[src/rtl/dnn_batch_ctrl_pkg.sv]
// ----------------------------------------------------------------------------
// dnn_pkg
// Shared definitions for the batch sequencer that drives the fixed-point
// MNIST inference engine.
//   dnn_ctrl_state_t  : sequencer state encoding
//   DNN_NUM_CLASSES   : number of engine class outputs scanned per image
//   DNN_TIMEOUT_CLASS : class code reported when the watchdog fires
//   DNN_ADDR_WIDTH    : engine memory address width (memory port is untouched)
//   DNN_DATA_WIDTH    : width of the signed engine class scores
// ----------------------------------------------------------------------------
package dnn_pkg;

    typedef enum logic [2:0] {
        IDLE,
        CLEAR,
        START,
        WAIT,
        SCAN,
        REPORT
    } dnn_ctrl_state_t;

    localparam int         DNN_NUM_CLASSES   = 10;
    localparam int         DNN_ADDR_WIDTH    = 10;
    localparam int         DNN_DATA_WIDTH    = 2;
    localparam logic [3:0] DNN_TIMEOUT_CLASS = 4'hF;

endpackage

[src/rtl/dnn_batch_ctrl_if.sv]
// ----------------------------------------------------------------------------
// dnn_batch_ctrl_if
// Bundles the host command, engine control and result handshake signals of
// the batch sequencer.
//   cmd_valid/cmd_ready/cmd_count : host command (images to classify)
//   abort                         : abandon the batch in flight
//   eng_reset/eng_start/eng_done  : engine control and completion
//   eng_out_idx/eng_out           : class select and selected score
//   img_idx                       : image in flight (memory bank select)
//   res_*                         : one result per image, valid/ready
//   busy                          : sequencer not idle
// Modports: slave = the sequencer, master = host plus engine side.
// ----------------------------------------------------------------------------
interface dnn_batch_ctrl_if #(
    parameter int DATA_WIDTH = 2,
    parameter int CNT_WIDTH  = 8
);

    logic                         cmd_valid;
    logic                         cmd_ready;
    logic [CNT_WIDTH-1:0]         cmd_count;
    logic                         abort;
    logic                         eng_reset;
    logic                         eng_start;
    logic                         eng_done;
    logic [3:0]                   eng_out_idx;
    logic signed [DATA_WIDTH-1:0] eng_out;
    logic [CNT_WIDTH-1:0]         img_idx;
    logic                         res_valid;
    logic                         res_ready;
    logic [3:0]                   res_class;
    logic signed [DATA_WIDTH-1:0] res_score;
    logic [CNT_WIDTH-1:0]         res_img;
    logic                         res_timeout;
    logic                         busy;

    modport slave (
        input  cmd_valid, cmd_count, abort, eng_done, eng_out, res_ready,
        output cmd_ready, eng_reset, eng_start, eng_out_idx, img_idx,
               res_valid, res_class, res_score, res_img, res_timeout, busy
    );

    modport master (
        output cmd_valid, cmd_count, abort, eng_done, eng_out, res_ready,
        input  cmd_ready, eng_reset, eng_start, eng_out_idx, img_idx,
               res_valid, res_class, res_score, res_img, res_timeout, busy
    );

endinterface

[src/rtl/dnn_batch_ctrl_argmax.sv]
// ----------------------------------------------------------------------------
// dnn_argmax
// Sequential running maximum over a stream of (index, signed score) samples.
//   clk, rst      : clock, synchronous active-low reset
//   i_clear       : current sample starts a new scan (loaded unconditionally)
//   i_valid       : a sample is present this cycle
//   i_idx/i_score : sample index and signed score
//   o_bestIdx     : index of the best sample so far
//   o_bestScore   : score of the best sample so far
// ----------------------------------------------------------------------------
module dnn_argmax #(
    parameter int DATA_WIDTH = 2,
    parameter int IDX_WIDTH  = 4
) (
    input  logic                         clk,
    input  logic                         rst,
    input  logic                         i_clear,
    input  logic                         i_valid,
    input  logic [IDX_WIDTH-1:0]         i_idx,
    input  logic signed [DATA_WIDTH-1:0] i_score,
    output logic [IDX_WIDTH-1:0]         o_bestIdx,
    output logic signed [DATA_WIDTH-1:0] o_bestScore
);

    logic [IDX_WIDTH-1:0]         r_bestIdx;
    logic signed [DATA_WIDTH-1:0] r_bestScore;

    // A strictly-greater compare means a tie never displaces the earlier
    // (lower) index, so the first occurrence of the maximum wins.
    always_ff @(posedge clk) begin
        if (!rst) begin
            r_bestIdx   <= '0;
            r_bestScore <= '0;
        end else if (i_valid && (i_clear || (i_score > r_bestScore))) begin
            r_bestIdx   <= i_idx;
            r_bestScore <= i_score;
        end
    end

    assign o_bestIdx   = r_bestIdx;
    assign o_bestScore = r_bestScore;

endmodule

[src/rtl/dnn_batch_ctrl.sv]
// ----------------------------------------------------------------------------
// dnn_batch_ctrl
// Batch sequencer for the fixed-point MNIST engine. Accepts a command for N
// images and, per image, clears and starts the engine, waits for done under
// a watchdog, scans the class outputs for the argmax and hands one result to
// the host over valid/ready.
//   clk  : clock, all state on the rising edge
//   rst  : synchronous active-low reset
//   bus  : dnn_batch_ctrl_if.slave (command, engine control, results)
// ----------------------------------------------------------------------------
module dnn_batch_ctrl
    import dnn_pkg::*;
#(
    parameter int DATA_WIDTH    = DNN_DATA_WIDTH,
    parameter int NUM_CLASSES   = DNN_NUM_CLASSES,
    parameter int CNT_WIDTH     = 8,
    parameter int TIMEOUT_WIDTH = 20
) (
    input  logic            clk,
    input  logic            rst,
    dnn_batch_ctrl_if.slave bus
);

    localparam logic [3:0]               LAST_K    = 4'(NUM_CLASSES - 1);
    // The watchdog compares the pre-increment value, so firing at all-ones
    // minus one gives exactly 2**TIMEOUT_WIDTH-1 WAIT cycles.
    localparam logic [TIMEOUT_WIDTH-1:0] WDOG_LAST = {{(TIMEOUT_WIDTH-1){1'b1}}, 1'b0};
    localparam logic [CNT_WIDTH-1:0]     ONE       = CNT_WIDTH'(1);

    dnn_ctrl_state_t              r_state;
    dnn_ctrl_state_t              w_nextState;
    logic [CNT_WIDTH-1:0]         r_remaining;
    logic [CNT_WIDTH-1:0]         r_imgIdx;
    logic [3:0]                   r_k;
    logic [TIMEOUT_WIDTH-1:0]     r_wdog;
    logic                         r_engReset;
    logic                         r_engStart;
    logic [CNT_WIDTH-1:0]         r_resImg;
    logic                         r_resTimeout;

    logic                         w_abortTake;
    logic                         w_accept;
    logic                         w_timeout;
    logic                         w_handshake;
    logic [3:0]                   w_bestIdx;
    logic signed [DATA_WIDTH-1:0] w_bestScore;

    assign w_abortTake = bus.abort && (r_state != IDLE);

    // Next-state logic. Abort overrides every transition, so it is applied
    // last; the event strobes are qualified with it in the register block.
    always_comb begin
        w_nextState = r_state;
        w_accept    = 1'b0;
        w_timeout   = 1'b0;
        w_handshake = 1'b0;
        case (r_state)
            IDLE: begin
                if (bus.cmd_valid && (bus.cmd_count != '0)) begin
                    w_nextState = CLEAR;
                    w_accept    = 1'b1;
                end
            end
            CLEAR:  w_nextState = START;
            START:  w_nextState = WAIT;
            WAIT: begin
                if (bus.eng_done) begin
                    w_nextState = SCAN;
                end else if (r_wdog == WDOG_LAST) begin
                    w_nextState = REPORT;
                    w_timeout   = 1'b1;
                end
            end
            SCAN: begin
                if (r_k == LAST_K) begin
                    w_nextState = REPORT;
                end
            end
            REPORT: begin
                if (bus.res_ready) begin
                    w_handshake = 1'b1;
                    w_nextState = (r_remaining == ONE) ? IDLE : CLEAR;
                end
            end
            default: w_nextState = IDLE;
        endcase
        if (w_abortTake) begin
            w_nextState = IDLE;
        end
    end

    // State and datapath registers. The engine pulses are registered from
    // the next state so they line up with CLEAR/START, and an abort produces
    // one eng_reset cycle in the IDLE state that follows it.
    always_ff @(posedge clk) begin
        if (!rst) begin
            r_state      <= IDLE;
            r_remaining  <= '0;
            r_imgIdx     <= '0;
            r_k          <= '0;
            r_wdog       <= '0;
            r_engReset   <= 1'b0;
            r_engStart   <= 1'b0;
            r_resImg     <= '0;
            r_resTimeout <= 1'b0;
        end else begin
            r_state    <= w_nextState;
            r_engReset <= (w_nextState == CLEAR) || w_abortTake;
            r_engStart <= (w_nextState == START);
            if (!w_abortTake) begin
                if (w_accept) begin
                    r_remaining <= bus.cmd_count;
                    r_imgIdx    <= '0;
                end
                if (r_state == CLEAR) begin
                    r_wdog <= '0;
                end else if (r_state == WAIT) begin
                    r_wdog <= r_wdog + 1'b1;
                end
                if ((r_state == WAIT) && (w_nextState == SCAN)) begin
                    r_k          <= '0;
                    r_resTimeout <= 1'b0;
                end else if (r_state == SCAN) begin
                    r_k <= r_k + 4'd1;
                end
                if (w_timeout) begin
                    r_resTimeout <= 1'b1;
                end
                if ((w_nextState == REPORT) && (r_state != REPORT)) begin
                    r_resImg <= r_imgIdx;
                end
                if (w_handshake) begin
                    r_remaining <= r_remaining - ONE;
                    if (r_remaining != ONE) begin
                        r_imgIdx <= r_imgIdx + ONE;
                    end
                end
            end
        end
    end

    dnn_argmax #(
        .DATA_WIDTH (DATA_WIDTH),
        .IDX_WIDTH  (4)
    ) u_argmax (
        .clk         (clk),
        .rst         (rst),
        .i_clear     (r_k == 4'd0),
        .i_valid     (r_state == SCAN),
        .i_idx       (r_k),
        .i_score     (bus.eng_out),
        .o_bestIdx   (w_bestIdx),
        .o_bestScore (w_bestScore)
    );

    // The argmax registers only move during SCAN, so the result is stable
    // for the whole of REPORT; a watchdog result masks them.
    assign bus.cmd_ready   = (r_state == IDLE);
    assign bus.busy        = (r_state != IDLE);
    assign bus.eng_reset   = r_engReset;
    assign bus.eng_start   = r_engStart;
    assign bus.eng_out_idx = (r_state == SCAN) ? r_k : 4'd0;
    assign bus.img_idx     = r_imgIdx;
    assign bus.res_valid   = (r_state == REPORT);
    assign bus.res_class   = r_resTimeout ? DNN_TIMEOUT_CLASS : w_bestIdx;
    assign bus.res_score   = r_resTimeout ? '0 : w_bestScore;
    assign bus.res_img     = r_resImg;
    assign bus.res_timeout = r_resTimeout;

endmodule

[src/flat_wrapper.sv]
// flat-port wrapper written by rule: the top's interface ports become plain ports
module dnn_batch_ctrl_flat import dnn_pkg::*;
#(
    parameter int DATA_WIDTH    = DNN_DATA_WIDTH,
    parameter int NUM_CLASSES   = DNN_NUM_CLASSES,
    parameter int CNT_WIDTH     = 8,
    parameter int TIMEOUT_WIDTH = 20
)
  (clk, rst, bus_cmd_valid, bus_cmd_count, bus_abort, bus_eng_done, bus_eng_out, bus_res_ready, bus_cmd_ready, bus_eng_reset, bus_eng_start, bus_eng_out_idx, bus_img_idx, bus_res_valid, bus_res_class, bus_res_score, bus_res_img, bus_res_timeout, bus_busy);
  dnn_batch_ctrl_if #(.DATA_WIDTH(DATA_WIDTH), .CNT_WIDTH(CNT_WIDTH)) bus_i ();
  input  logic clk;
  input  logic rst;
  input wire logic [$bits(bus_i.cmd_valid)-1:0] bus_cmd_valid;
  input wire logic [$bits(bus_i.cmd_count)-1:0] bus_cmd_count;
  input wire logic [$bits(bus_i.abort)-1:0] bus_abort;
  input wire logic [$bits(bus_i.eng_done)-1:0] bus_eng_done;
  input wire logic [$bits(bus_i.eng_out)-1:0] bus_eng_out;
  input wire logic [$bits(bus_i.res_ready)-1:0] bus_res_ready;
  output wire logic [$bits(bus_i.cmd_ready)-1:0] bus_cmd_ready;
  output wire logic [$bits(bus_i.eng_reset)-1:0] bus_eng_reset;
  output wire logic [$bits(bus_i.eng_start)-1:0] bus_eng_start;
  output wire logic [$bits(bus_i.eng_out_idx)-1:0] bus_eng_out_idx;
  output wire logic [$bits(bus_i.img_idx)-1:0] bus_img_idx;
  output wire logic [$bits(bus_i.res_valid)-1:0] bus_res_valid;
  output wire logic [$bits(bus_i.res_class)-1:0] bus_res_class;
  output wire logic [$bits(bus_i.res_score)-1:0] bus_res_score;
  output wire logic [$bits(bus_i.res_img)-1:0] bus_res_img;
  output wire logic [$bits(bus_i.res_timeout)-1:0] bus_res_timeout;
  output wire logic [$bits(bus_i.busy)-1:0] bus_busy;
  assign bus_i.cmd_valid = bus_cmd_valid;
  assign bus_i.cmd_count = bus_cmd_count;
  assign bus_i.abort = bus_abort;
  assign bus_i.eng_done = bus_eng_done;
  assign bus_i.eng_out = bus_eng_out;
  assign bus_i.res_ready = bus_res_ready;
  assign bus_cmd_ready = bus_i.cmd_ready;
  assign bus_eng_reset = bus_i.eng_reset;
  assign bus_eng_start = bus_i.eng_start;
  assign bus_eng_out_idx = bus_i.eng_out_idx;
  assign bus_img_idx = bus_i.img_idx;
  assign bus_res_valid = bus_i.res_valid;
  assign bus_res_class = bus_i.res_class;
  assign bus_res_score = bus_i.res_score;
  assign bus_res_img = bus_i.res_img;
  assign bus_res_timeout = bus_i.res_timeout;
  assign bus_busy = bus_i.busy;
  dnn_batch_ctrl #(.DATA_WIDTH(DATA_WIDTH), .NUM_CLASSES(NUM_CLASSES), .CNT_WIDTH(CNT_WIDTH), .TIMEOUT_WIDTH(TIMEOUT_WIDTH)) u_core (.clk(clk), .rst(rst), .bus(bus_i));
endmodule
[config.mk]
export PLATFORM = sky130hd
export DESIGN_NAME = dnn_batch_ctrl_flat
export DESIGN_NICKNAME = d
export VERILOG_FILES = /design/src/rtl/dnn_batch_ctrl_pkg.sv /design/src/rtl/dnn_batch_ctrl_if.sv /design/src/rtl/dnn_batch_ctrl_argmax.sv /design/src/rtl/dnn_batch_ctrl.sv /design/src/flat_wrapper.sv
export SDC_FILE = /design/constraint.sdc
export NUM_CORES = 1
export LEC_CHECK = 0
export ABC_CLOCK_PERIOD_IN_PS = 4070
export CORE_MARGIN = 4
export CORE_UTILIZATION = 55
export CTS_BUF_LIST = sky130_fd_sc_hd__clkbuf_16
export DETAILED_ROUTE_END_ITERATION = 7
export MAX_ROUTING_LAYER = met4
export PLACE_DENSITY = 0.85
export SLEW_MARGIN = 10
export SYNTH_ARGS = -nofsm -noshare
export SYNTH_HDL_FRONTEND = slang
export SYNTH_SLANG_ARGS = --single-unit
[constraint.sdc]
create_clock -name clk -period 4.07 [get_ports clk]
set_input_delay 1.221 -clock clk [delete_from_list [all_inputs] [get_ports clk]]
set_output_delay 1.221 -clock clk [all_outputs]
set_load 0.005 [all_outputs]
* Yosys cells after proc, flatten, opt, wreduce, memory -nomap -nowiden *
Cells that the tools add are included.

word-level totals
  flip-flop bits (word level) = 60
  input port bits = 16
  output and inout bits = 32
  word-level logic and storage cells = 80

cells by class
  add/subtract/negate cells = 4
  order comparisons = 1
  equal/unequal tests = 14
  muxes and demuxes = 29
  bitwise gates (word level) = 1
  reductions and logical operators = 20

operators by type and width
  operator               count
  $mux 20                2
  $mux 8                 5
  $add 20x1->20 const B  1
  $eq 20x20->1 const B   1
  $mux 3                 6
  $pmux 3 s6             1
  $mux 4                 4
  $eq 3x3->1 const B     4
  $mux 1                 10
  $reduce_and 2->1       5
  $eq 3x2->1 const B     3
  $add 8x1->8 const B    1
  $eq 8x1->1 const B     1
  $ne 8x1->1 const B     1
  $reduce_bool 2->1      4
  $reduce_bool 8->1      1
  $sub 8x1->8 const B    1
  $eq 3x1->1 const B     2
  $logic_and 1x1->1      5
  $add 4x1->4 const B    1
  $eq 4x4->1 const B     1
  $logic_not 4->1        1
  $logic_not 3->1        1
  $ne 3x3->1 const B     1
  5 further kinds        6

* Logic depth before layout (Yosys ltp) *
Gate-level depths: netlist (run 1).

  depth in word-level cells = 9
  depth in mapped cells = 8
  gate-level depth less buffers = 8

* Hierarchy *
A second synthesis (run 1) with hierarchy kept.

second synthesis, totals
  cell total of the unflattened synthesis = 377
  area, all modules = 3269.4 um^2

modules (own cells, without submodules)
  module          instances  cells an instance  area an instance (um^2)  seq. area each (um^2)
  dnn_batch_ctrl  1          342                2945.3                   1081.0
  dnn_argmax      1          35                 324.1                    120.1

* Least setup slack after synthesis (run 1) *
Ideal clock, no wire load.

  path kind = input -> register
  start = input port bus_cmd_count[5]
  end = register u_core.r_remaining[6]
  library setup time = 0.115 ns
  arrival = 2.538 ns
  data required time = 3.955 ns
  slack = 1.418 ns
  stages = 6
  path buffers = 1
  path through = or4_1 o21a_1 nor2_2 buf_2 nor2_1 o21a_1

on the way
  cells in the longest elaborated chain, start to end = 6

ends and longest elaborated chain
  element                      line                   source
  start, declared              flat_wrapper.sv:14     input wire logic [$bits(bus_i.cmd_count)-1:0] bus_cmd_count;
  $reduce_bool 8->1            dnn_batch_ctrl.sv:59   if (bus.cmd_valid && (bus.cmd_count != '0)) begin
  $logic_and 1x1->1            dnn_batch_ctrl.sv:59
  $mux 1                       dnn_batch_ctrl.sv:59
  $mux 1                       dnn_batch_ctrl.sv:57   case (r_state)
  $reduce_bool 2->1 (no line)  --
  $reduce_and 2->1 (no line)   --
  end signal, assigned         dnn_batch_ctrl.sv:112  r_remaining <= bus.cmd_count;
  end signal, assigned         dnn_batch_ctrl.sv:133  r_remaining <= r_remaining - ONE;
  end, declared                dnn_batch_ctrl.sv:32   logic [CNT_WIDTH-1:0] r_remaining;

Every way passes these cells.
A chain may end at the register's enable or synchronous reset.

* Worst setup path after layout (run 1) *
  start = register u_core.r_state[2]
  end = output port bus_eng_out_idx[2]

on the way
  cells in the longest elaborated chain, start to end = 2

ends and longest elaborated chain
  element                 line                   source
  start, declared         dnn_batch_ctrl.sv:30   dnn_ctrl_state_t r_state;
  start signal, assigned  dnn_batch_ctrl.sv:107  r_state <= w_nextState;
  $eq 3x3->1              dnn_batch_ctrl.sv:162  assign bus.eng_out_idx = (r_state == SCAN) ? r_k : 4'd0;
  $mux 4                  dnn_batch_ctrl.sv:162
  end, declared           flat_wrapper.sv:22     output wire logic [$bits(bus_i.eng_out_idx)-1:0] bus_eng_out_idx;

Every way passes these cells.

==> flow_metrics.tcl, run 1 <==
set metrics [dict create \
    cp_slowest_cell "dfxtp_1" \
    setup_tns_ps 0 \
    setup_violations 0 \
    dieArea_um2 6996 \
    clock_latency_ps 320 \
    wirelength_um 7074 \
    max_stage_delay_ps 680 \
    die_h_um 83.64 \
    final.min_clock_period_ps 3377 \
    leakage_nw 1.407 \
    postCtsHoldBufs 0 \
    io_buffers 47 \
    postRouteAntennaNets 0 \
    startpoint_type "flop" \
    required_ps 2850 \
    routabilityCongestion 0.8472 \
    cts.path.max_buffers 2 \
    post_cts_buffers 0 \
    synth_top_flop_cell "dfxtp_1" \
    rsz0062_at_grt "no" \
    overflow 0 \
    design.core.area_um2 5540 \
    synth_nets 415 \
    crit_family "flip-flops" \
    first_pass_iters 4 \
    start_util_pct 56.80 \
    vias_per_cell 5.553 \
    hold_viol 0 \
    synth-edff-count 0 \
    drc 0 \
    drt_iter0_drc 198 \
    period_share_pct 82.97 \
    cts-htree-levels 3 \
    path_cells "nor3b_2, and2_1, clkdlybuf4s50_1" \
    antenna_found_initial 0 \
    pwr_density_cell_nw_per_um2 347.5 \
    max_freq_ghz 0.2961 \
    place_hpwl_um 5006 \
    rows 27 \
    nets 461 \
    arrival_ps 2160 \
    yosys_warnings 0 \
    max_slew_margin_pct 29.88 \
    irDropWorstVdd_uv 247.8 \
    synth_async_sr_flop_share_pct 0 \
    drive_above_1_share_pct 6.621 \
    ys_ff_latch 60 \
    critical_path_class "flop to output port" \
    grt_pass1_wl_um 12020 \
    routedWlPerCell_um 13.87 \
    grt_pass1_vias 2666 \
    path_clk_slew_ps 50 \
    syn_inst 388 \
    grt_max_degree 26 \
    root_buffer "clkbuf_16" \
    fill_cells 430 \
    antenna_cells 0 \
    holdWs_ps 454.5 \
    hold_path_class "flop to flop" \
    die_width_um 83.64 \
    via_count 2832 \
    timing.critical_path.buf_inv 1 \
    cp-end-kind "output port" \
    cts_resized 0 \
    syn2layout_area_growth_pct 24.02 \
    skew_ps 7.527 \
    slew_viol_final 0 \
    syn_area_um2 3147 \
    clkSinkCount 60 \
    cap_violations 0 \
    avgSynthCellArea_um2 8.110 \
    cts_buffers 9 \
    synth_cell_types 54 \
    cts_tree "yes" \
    ioPinCount 48 \
    worstPathMaxFanout 14 \
    outcome "finished clean" \
    synth.yosys.seq_area_share_pct 38.17 \
    worst_pin_slew_ps 1050 \
    track_usage_pct 21.55 \
]
placed cells by master, fill, tap and decap left out, types with 4 or more instances in the layout:
master	count
and3_1	6
or3_1	5
clkdlybuf4s50_1	47
xnor2_1	5
mux2i_1	11
nand3_1	25
nand4_1	11
nand2_1	50
inv_1	13
o21a_1	5
nor3b_1	4
a21oi_1	26
clkbuf_16	9
dfxtp_1	60
nor2b_1	9
o21ai_0	12
xor2_1	15
nor3_1	8
ha_1	10
and2_1	6
nor2_1	49
a31oi_1	5
or2_2	5
synthesized netlist by cell type, types with 2 or more instances:
cell | instances | area, um2
nor2_1 | 49 | 183.9
and3_1 | 6 | 37.54
buf_2 | 2 | 10.01
nor3b_1 | 4 | 30.03
or3_1 | 5 | 31.28
nand2_1 | 50 | 187.7
a21oi_1 | 26 | 130.1
xor2_1 | 15 | 131.4
a21o_1 | 2 | 15.01
nand4_1 | 11 | 68.82
inv_1 | 11 | 41.29
nor2b_1 | 9 | 56.30
a22oi_1 | 2 | 15.01
o21ai_1 | 3 | 15.01
dfxtp_1 | 60 | 1201
nand2b_1 | 2 | 12.51
o21a_1 | 5 | 37.54
nor3_1 | 8 | 40.04
mux2i_1 | 11 | 110.1
clkbuf_1 | 8 | 30.03
o21ai_0 | 12 | 60.06
buf_4 | 2 | 15.01
nor4_1 | 2 | 12.51
and2_1 | 6 | 37.54
or4_1 | 3 | 22.52
xnor2_1 | 5 | 43.79
ha_1 | 10 | 125.1
or2_2 | 5 | 31.28
a31oi_1 | 5 | 31.28
nand3_1 | 25 | 125.1
path summary, 6_finish.rpt:
path,from,to,slack (ps),cells past startpoint
worst max-delay path,u_core.r_state[2],bus_eng_out_idx[2],690,3
worst min-delay path,u_core.u_argmax.o_bestIdx[3],u_core.u_argmax.o_bestIdx[3],450,2
worst max register to register,u_core.r_state[2],u_core.bus.res_img[7],1510,5
worst min register to register,u_core.u_argmax.o_bestIdx[3],u_core.u_argmax.o_bestIdx[3],450,2
where the power goes:
part / internal (mW) / total, mW / leakage [nW] / switching (mW)
logic: 0.0484 / 0.111 / 0.789 / 0.0630
clock network: 0.395 / 0.636 / 0.133 / 0.241
registers: 0.597 / 0.609 / 0.485 / 0.0113
total: 1.04 / 1.36 / 1.41 / 0.315
worst reg2reg max path, cell delays in order, from the launching register on:
cell and delay, ps:
dfxtp_1 680, nor2b_1 380, a22oi_1 180, o21ai_1 130, a21boi_1 850, mux2i_1 270
area by class of cell:
type | instances | area [um2] | share of cell area, %
flip-flops and latches | 60 | 1201 | 30.78
inverters | 12 | 45.04 | 1.154
repair buffers | 49 | 485.5 | 12.44
multi-input cells | 302 | 1831 | 46.91
clock inverters | 6 | 25.02 | 0.6412
well taps | 72 | 90.09 | 2.308
clock buffers | 9 | 225.2 | 5.771
through the flow:
step                      utilization [%]  cells  cell area [um2]  power, mW  setup slack, ps
after detailed placement            65.92    495             3652     0.7307            501.2
after floorplan                         -    388             3147     0.6893             1418
after global placement              65.92    495             3652     0.7279            627.0
final                               70.44    510             3902      1.356            693.2
after global routing                70.44    510             3902      1.405            514.0
after CTS                           70.44    510             3902      1.366            675.8
sequential cells by signal (all words and copies together), names as in the netlist:
signal                       count
u_core.r_wdog                   20
u_core.r_state                   3
u_core.r_remaining               8
u_core.u_argmax.o_bestScore      2
u_core.bus.eng_reset             1
u_core.u_argmax.o_bestIdx        4
u_core.bus.eng_start             1
u_core.bus.res_img               8
u_core.r_k                       4
u_core.bus.res_timeout           1
u_core.bus.img_idx               8
layer usage:
layer  up-vias  routed length (um)  part of all wire [%]  GRT usage (%)
li1       1443                   -                     -              -
met1      1314                3210                    45          26.29
met2        65                3387                    48          34.27
met3        10                 327                   4.6          3.949
met4         0                 148                   2.1          10.53
met5         -                   0                     0              -
cells by family (layout without fill, tap and decap cells):
| logic type | after synthesis | count (layout) | synth area share [%] |
|---|---|---|---|
| fa+ha+maj | 11 | 11 | 4.612 |
| xor+xnor | 20 | 20 | 5.567 |
| flops | 60 | 60 | 38.17 |
| buf+inv | 26 | 76 | 3.658 |
| simple gates | 196 | 196 | 32.01 |
| mux | 11 | 11 | 3.499 |
| compound gates | 64 | 64 | 12.49 |
No activity file was read; power rests on OpenSTA's default activity.
==> run 2: changes to the inputs <==
Settings changed: ABC_CLOCK_PERIOD_IN_PS 4070 to 3300, CORE_UTILIZATION 55 to 54, PLACE_DENSITY 0.85 to 0.84.
Clock period 4.07 ns to 3.3 ns, I/O delays scaled along.
==> flow_metrics.tcl, run 2 (synthesis results as in run 1) <==
set metrics [dict create \
    outcome "finished clean" \
    drt_iter0_drc 130 \
    clock_latency_ps 320 \
    r2r_slack_ps 860 \
    grtUsageMet2_pct 34.79 \
    max_freq_ghz 0.3351 \
    vias_per_cell 5.598 \
    cts-htree-levels 3 \
    dpl_cell_area_um2 3720 \
    skew_ps 5.591 \
    instances_no_fill 520 \
    setup_tns_ps 0 \
    routabilityCongestion 0.8860 \
    fin_area_um2 4003 \
    antenna_found_initial 0 \
    met3_usage_pct 3.925 \
    cap_violations 0 \
    grt_max_degree 19 \
    setup_violations 0 \
    overflow 0 \
    cts_tree "yes" \
    worstPathMaxFanout 14 \
    clkSinkCount 60 \
    io_buffers 47 \
    syn2layout_area_growth_pct 27.20 \
    dpl_worst_slack_ps 246.7 \
    place_hpwl_um 5072 \
    finalPower_mw 1.773 \
    startpoint_type "flop" \
    track_usage_pct 21.16 \
    period_share_pct 90.43 \
    critical_path_class "flop to output port" \
    pwr_density_cell_nw_per_um2 442.9 \
    cts_buffers 9 \
    routedWlPerCell_um 13.64 \
    top_usage_layer "met2" \
    final_common_cell "dfxtp_1" \
    final.min_clock_period_ps 2984 \
    hold_viol 0 \
    postRouteAntennaNets 0 \
    design.core.area_um2 5574 \
    rows 27 \
    cp-end-kind "output port" \
    slew_viol_final 0 \
    path_clk_slew_ps 50 \
    layout_common_cells "60 x dfxtp_1, 50 x nand2_1, 49 x nor2_1, 47 x clkdlybuf4s50_1, 26 x a21oi_1" \
    max_slew_margin_pct 31.64 \
    leakage_nw 1.463 \
    irDropWorstVdd_uv 268.1 \
    seqCellArea_um2 1201 \
    postCtsHoldBufs 0 \
    r2r-end "u_core.bus.res_img[5]" \
    multi_input_area_um2 1831 \
    dp_cells 504 \
    rsz0062_at_grt "no" \
    grt_use_met1_pct 24.88 \
    ioPinCount 48 \
    fill_cells 442 \
    hp-start "u_core.bus.res_img[3]" \
    worst_pin_slew_ps 1023 \
    arrival_ps 1990 \
    die_h_um 84.34 \
    drive_above_1_share_pct 9.152 \
    hold-path-cell-count 2 \
    die_width_um 84.34 \
    holdPathEnd "u_core.bus.res_img[3]" \
    post_cts_buffers 0 \
    regMostFlops "u_core.r_wdog" \
    antenna_cells 0 \
    via_count 2911 \
    cts.path.max_buffers 2 \
    first_pass_iters 4 \
    timing.final.ws_setup_ps 315.8 \
    start_util_pct 56.45 \
    hold_path_class "flop to flop" \
    nets 470 \
    cts_resized 0 \
    largest_reg_flops 20 \
    dieArea_um2 7112 \
    grt_pass1_wl_um 12120 \
    grt_pass1_vias 2733 \
    reg2reg_from "u_core.r_k[1]" \
    drc 0 \
    wirelength_um 7094 \
    required_ps 2310 \
    ff2ff_path_depth 7 \
    root_buffer "clkbuf_16" \
]
-- run 2: worst max-delay path by stage --
stage,from,end
after floorplan,bus_cmd_count[5],u_core.r_remaining[6]
after global placement,bus_cmd_count[0],u_core.r_remaining[6]
after detailed placement,bus_cmd_valid,u_core.bus.res_img[5]
after CTS,u_core.r_state[1],bus_eng_out_idx[2]
after global routing,u_core.r_state[1],bus_eng_out_idx[2]
final,u_core.r_state[1],bus_eng_out_idx[2]
-- run 2: final cells by class --
cell class | instances | area share, %
clock buffers | 9 | 5.627
clock inverters | 7 | 1.438
inverters | 12 | 1.125
multi-input cells | 302 | 45.73
flip-flops and latches | 60 | 30.01
well taps | 72 | 2.251
repair buffers | 58 | 13.82
-- run 2: metal layers --
metal	vias up	share of wire (%)	routed length [um]
met5	-	0	0
li1	1470	-	-
met4	0	2.0	145
met2	70	48	3409
met3	13	5.0	356
met1	1358	45	3182
-- run 2: through the flow --
step	hold slack, ps	utilization (%)
finish	452.2	71.81
detailed placement	452.5	66.73
global placement	439.7	66.73
CTS	459.6	71.81
global route	482.3	71.81
floorplan	431.1	-
-- run 2: power breakdown --
group | internal (mW) | switching [mW] | leakage, nW
combinational | 0.0654 | 0.0823 | 0.834
sequential | 0.736 | 0.0115 | 0.485
clock | 0.572 | 0.305 | 0.144
-- run 2: critical path: stages (launching register included) --
cell             delay (ps)
dfxtp_1                 470
nor3b_2                 470
and2_1                  220
clkdlybuf4s50_1         510
==> run 3: changes to the inputs <==
Settings changed: ABC_AREA from default to 1, CAP_MARGIN from default to 30, CTS_CLUSTER_DIAMETER from default to 60.
==> flow_metrics.tcl, run 3 <==
set metrics [dict create \
    cts-htree-levels 3 \
    antenna_found_initial 0 \
    max_slew_margin_pct 65.91 \
    avgSynthCellArea_um2 7.107 \
    layout_common_cells "73 x nand2_1, 70 x nor2_1, 60 x dfxtp_1, 51 x inv_1, 47 x clkdlybuf4s50_1" \
    slew_viol_final 0 \
    outcome "finished clean" \
    max_stage_delay_ps 530 \
    largest_reg_flops 20 \
    drc 0 \
    required_ps 2310 \
    synth_cell_types 43 \
    fill_cells 478 \
    instances_no_fill 583 \
    p_int_mw 1.525 \
    yosysTopAreaCellShare_pct 37.56 \
    grt_max_degree 23 \
    synth_top_cell_by_area "dfxtp_1" \
    syn2layout_area_growth_pct 27.11 \
    pwr-share-clk_pct 47.3 \
    holdPathEnd "u_core.bus.res_img[1]" \
    nets 533 \
    cts_buffers 9 \
    arrival_ps 1830 \
    postRouteAntennaNets 0 \
    setup_violations 0 \
    regMostFlops "u_core.r_wdog" \
    synth_area_leaders "dfxtp_1 38%, nand2_1 8.6%, nor2_1 8.2%" \
    drt_iter0_drc 205 \
    dpl_worst_slack_ps 277.7 \
    reg2reg_from "u_core.r_wdog[0]" \
    p_seq_share_pct 37.9 \
    first_pass_iters 6 \
    timing.final.ws_setup_ps 481.5 \
    routedWlPerCell_um 13.31 \
    power_switching_share_pct 26.01 \
    cts.path.max_buffers 2 \
    max_freq_ghz 0.3548 \
    post_cts_buffers 0 \
    synth-edff-count 0 \
    via_count 3187 \
    synth_async_sr_flop_share_pct 0 \
    dp_cells 567 \
    startpoint_type "flop" \
    worst_pin_slew_ps 507.5 \
    final_common_cell "nand2_1" \
    rsz0062_at_grt "no" \
    grt_pass1_wl_um 13430 \
    rows 27 \
    grt_pass1_vias 3128 \
    hold-path-cell-count 2 \
    path_cells "inv_2, nand2_2, nor2_1, inv_1, nor2_1, clkdlybuf4s50_1" \
    overflow 0 \
    root_buffer "clkbuf_16" \
    yosysMostFrequentCell "nand2_1" \
    io_buffers 47 \
    track_usage_pct 23.46 \
    ys_top_cells_by_count "73 x nand2_1, 70 x nor2_1, 60 x dfxtp_1, 50 x inv_1, 30 x a21oi_1" \
    ff2ff_path_depth 13 \
    die_h_um 84.96 \
    drive_above_1_share_pct 11.35 \
    yosys_warnings 0 \
    skew_ps 5.252 \
    antenna_cells 0 \
    cts_tree "yes" \
    synth.yosys.seq_area_share_pct 37.56 \
    place_hpwl_um 5519 \
    critical_path_class "flop to output port" \
    pwr_density_cell_nw_per_um2 507.1 \
    start_util_pct 57.03 \
    r2r_slack_ps 1400 \
    finish.utilization_pct 72.49 \
    ioPinCount 48 \
    worstPathMaxFanout 6 \
    ys_ff_latch 60 \
    cp-end-kind "output port" \
    synth_top_flop_cell "dfxtp_1" \
    r2r-end "u_core.bus.res_img[6]" \
    crit_family "buffers and inverters" \
    hold_path_class "flop to flop" \
    postCtsHoldBufs 0 \
    crit_top_cell "nor2_1" \
    leakage_nw 1.580 \
    power_frac_comb_pct 14.8 \
    routabilityCongestion 0.8578 \
    p_switching_mw 0.5362 \
    vias_per_cell 5.467 \
    dieArea_um2 7217 \
    irDropWorstVdd_uv 494.1 \
    hp-start "u_core.bus.res_img[1]" \
    timing.critical_path.buf_inv 3 \
    clock_latency_ps 330 \
    syn_inst 450 \
    final.min_clock_period_ps 2818 \
    cts_resized 0 \
    design.core.area_um2 5608 \
    hold_viol 0 \
    setup_tns_ps 0 \
    die_width_um 84.96 \
    clkSinkCount 60 \
    wirelength_um 7758 \
    cap_violations 0 \
    period_share_pct 85.41 \
    syn_area_um2 3198 \
    path_clk_slew_ps 50 \
    synth_nets 477 \
    cp_slowest_cell "clkdlybuf4s50_1" \
]
==> run 3: changes by cell type in the layout (fill, tap and decap cells not counted), sizes merged, moves of 14 or more <==
cell,before,now
inv,11,62
nor2,50,82
nand2,51,78
o21ai,16,31
xor2,15,1
==> run 3: power by group through the flow <==
stage | Combinational (mW) | Sequential, mW | Clock (mW)
floorplan | 0.202 | 0.790 | 0
global placement | 0.289 | 0.794 | 0
detailed placement | 0.295 | 0.795 | 0
CTS | 0.303 | 0.781 | 0.983
global route | 0.338 | 0.784 | 1.02
finish | 0.304 | 0.782 | 0.975
==> run 3: how the worst max path moves through the flow <==
stage	from	endpoint	slack [ps]	cells past startpoint
after CTS	u_core.r_state[1]	bus_eng_out_idx[2]	490	6
after global placement	bus_eng_out[0]	u_core.u_argmax.o_bestIdx[3]	430	10
after detailed placement	bus_eng_out[0]	u_core.u_argmax.o_bestIdx[1]	280	10
after floorplan	bus_eng_out[0]	u_core.u_argmax.o_bestIdx[0]	980	9
final	u_core.r_state[1]	bus_eng_out_idx[2]	480	6
after global routing	u_core.r_state[1]	bus_eng_out_idx[2]	400	6
==> run 3: worst min-delay path: cells and delay by family, from the launching register on <==
| kind | cells | cell delay [ps] |
|---|---|---|
| flip-flops | 1 | 320 |
| AND/OR/NAND/NOR | 2 | 130 |
==> run 3: layout make-up <==
| type | instances | area, um2 | area share, % |
|---|---|---|---|
| Multi-Input combinational cell | 322 | 1722 | 42.35 |
| Sequential cell | 60 | 1201 | 29.55 |
| Timing Repair Buffer | 52 | 508.0 | 12.50 |
| Inverter | 61 | 236.5 | 5.817 |
| Clock buffer | 9 | 225.2 | 5.540 |
| Tap cell | 72 | 90.09 | 2.216 |
| Clock inverter | 7 | 82.58 | 2.031 |
==> run 3: kinds of logic (layout without fill, tap and decap cells) <==
| group | after synthesis | in the layout | share of synthesized area [%] |
|---|---|---|---|
| and+or+nand+nor | 218 | 218 | 31.85 |
| AOI/OAI and AO/OA | 90 | 90 | 16.63 |
| buffers and inverters | 68 | 129 | 8.607 |
| DFF | 60 | 60 | 37.56 |
| adders and majority gates | 11 | 11 | 4.538 |
| xor gates and xnor gates | 3 | 3 | 0.8217 |
==> run 3: through the flow <==
stage | hold slack (ps) | power [mW] | instance area [um2]
2_1_floorplan | 443.4 | 0.9916 | 3198
4_1_cts | 480.9 | 2.067 | 4065
6_report | 479.4 | 2.061 | 4065
3_5_place_dp | 468.4 | 1.089 | 3757
3_3_place_gp | 461.5 | 1.083 | 3757
5_1_grt | 507.2 | 2.139 | 4065
==> run 3: per-layer routing <==
metal | share of wire [%] | GRT usage, % | vias up
met5 | 0 | - | -
met4 | 2.3 | 12.09 | 0
met3 | 5.9 | 4.757 | 15
met2 | 48 | 37.36 | 119
met1 | 44 | 27.93 | 1450
li1 | - | - | 1603
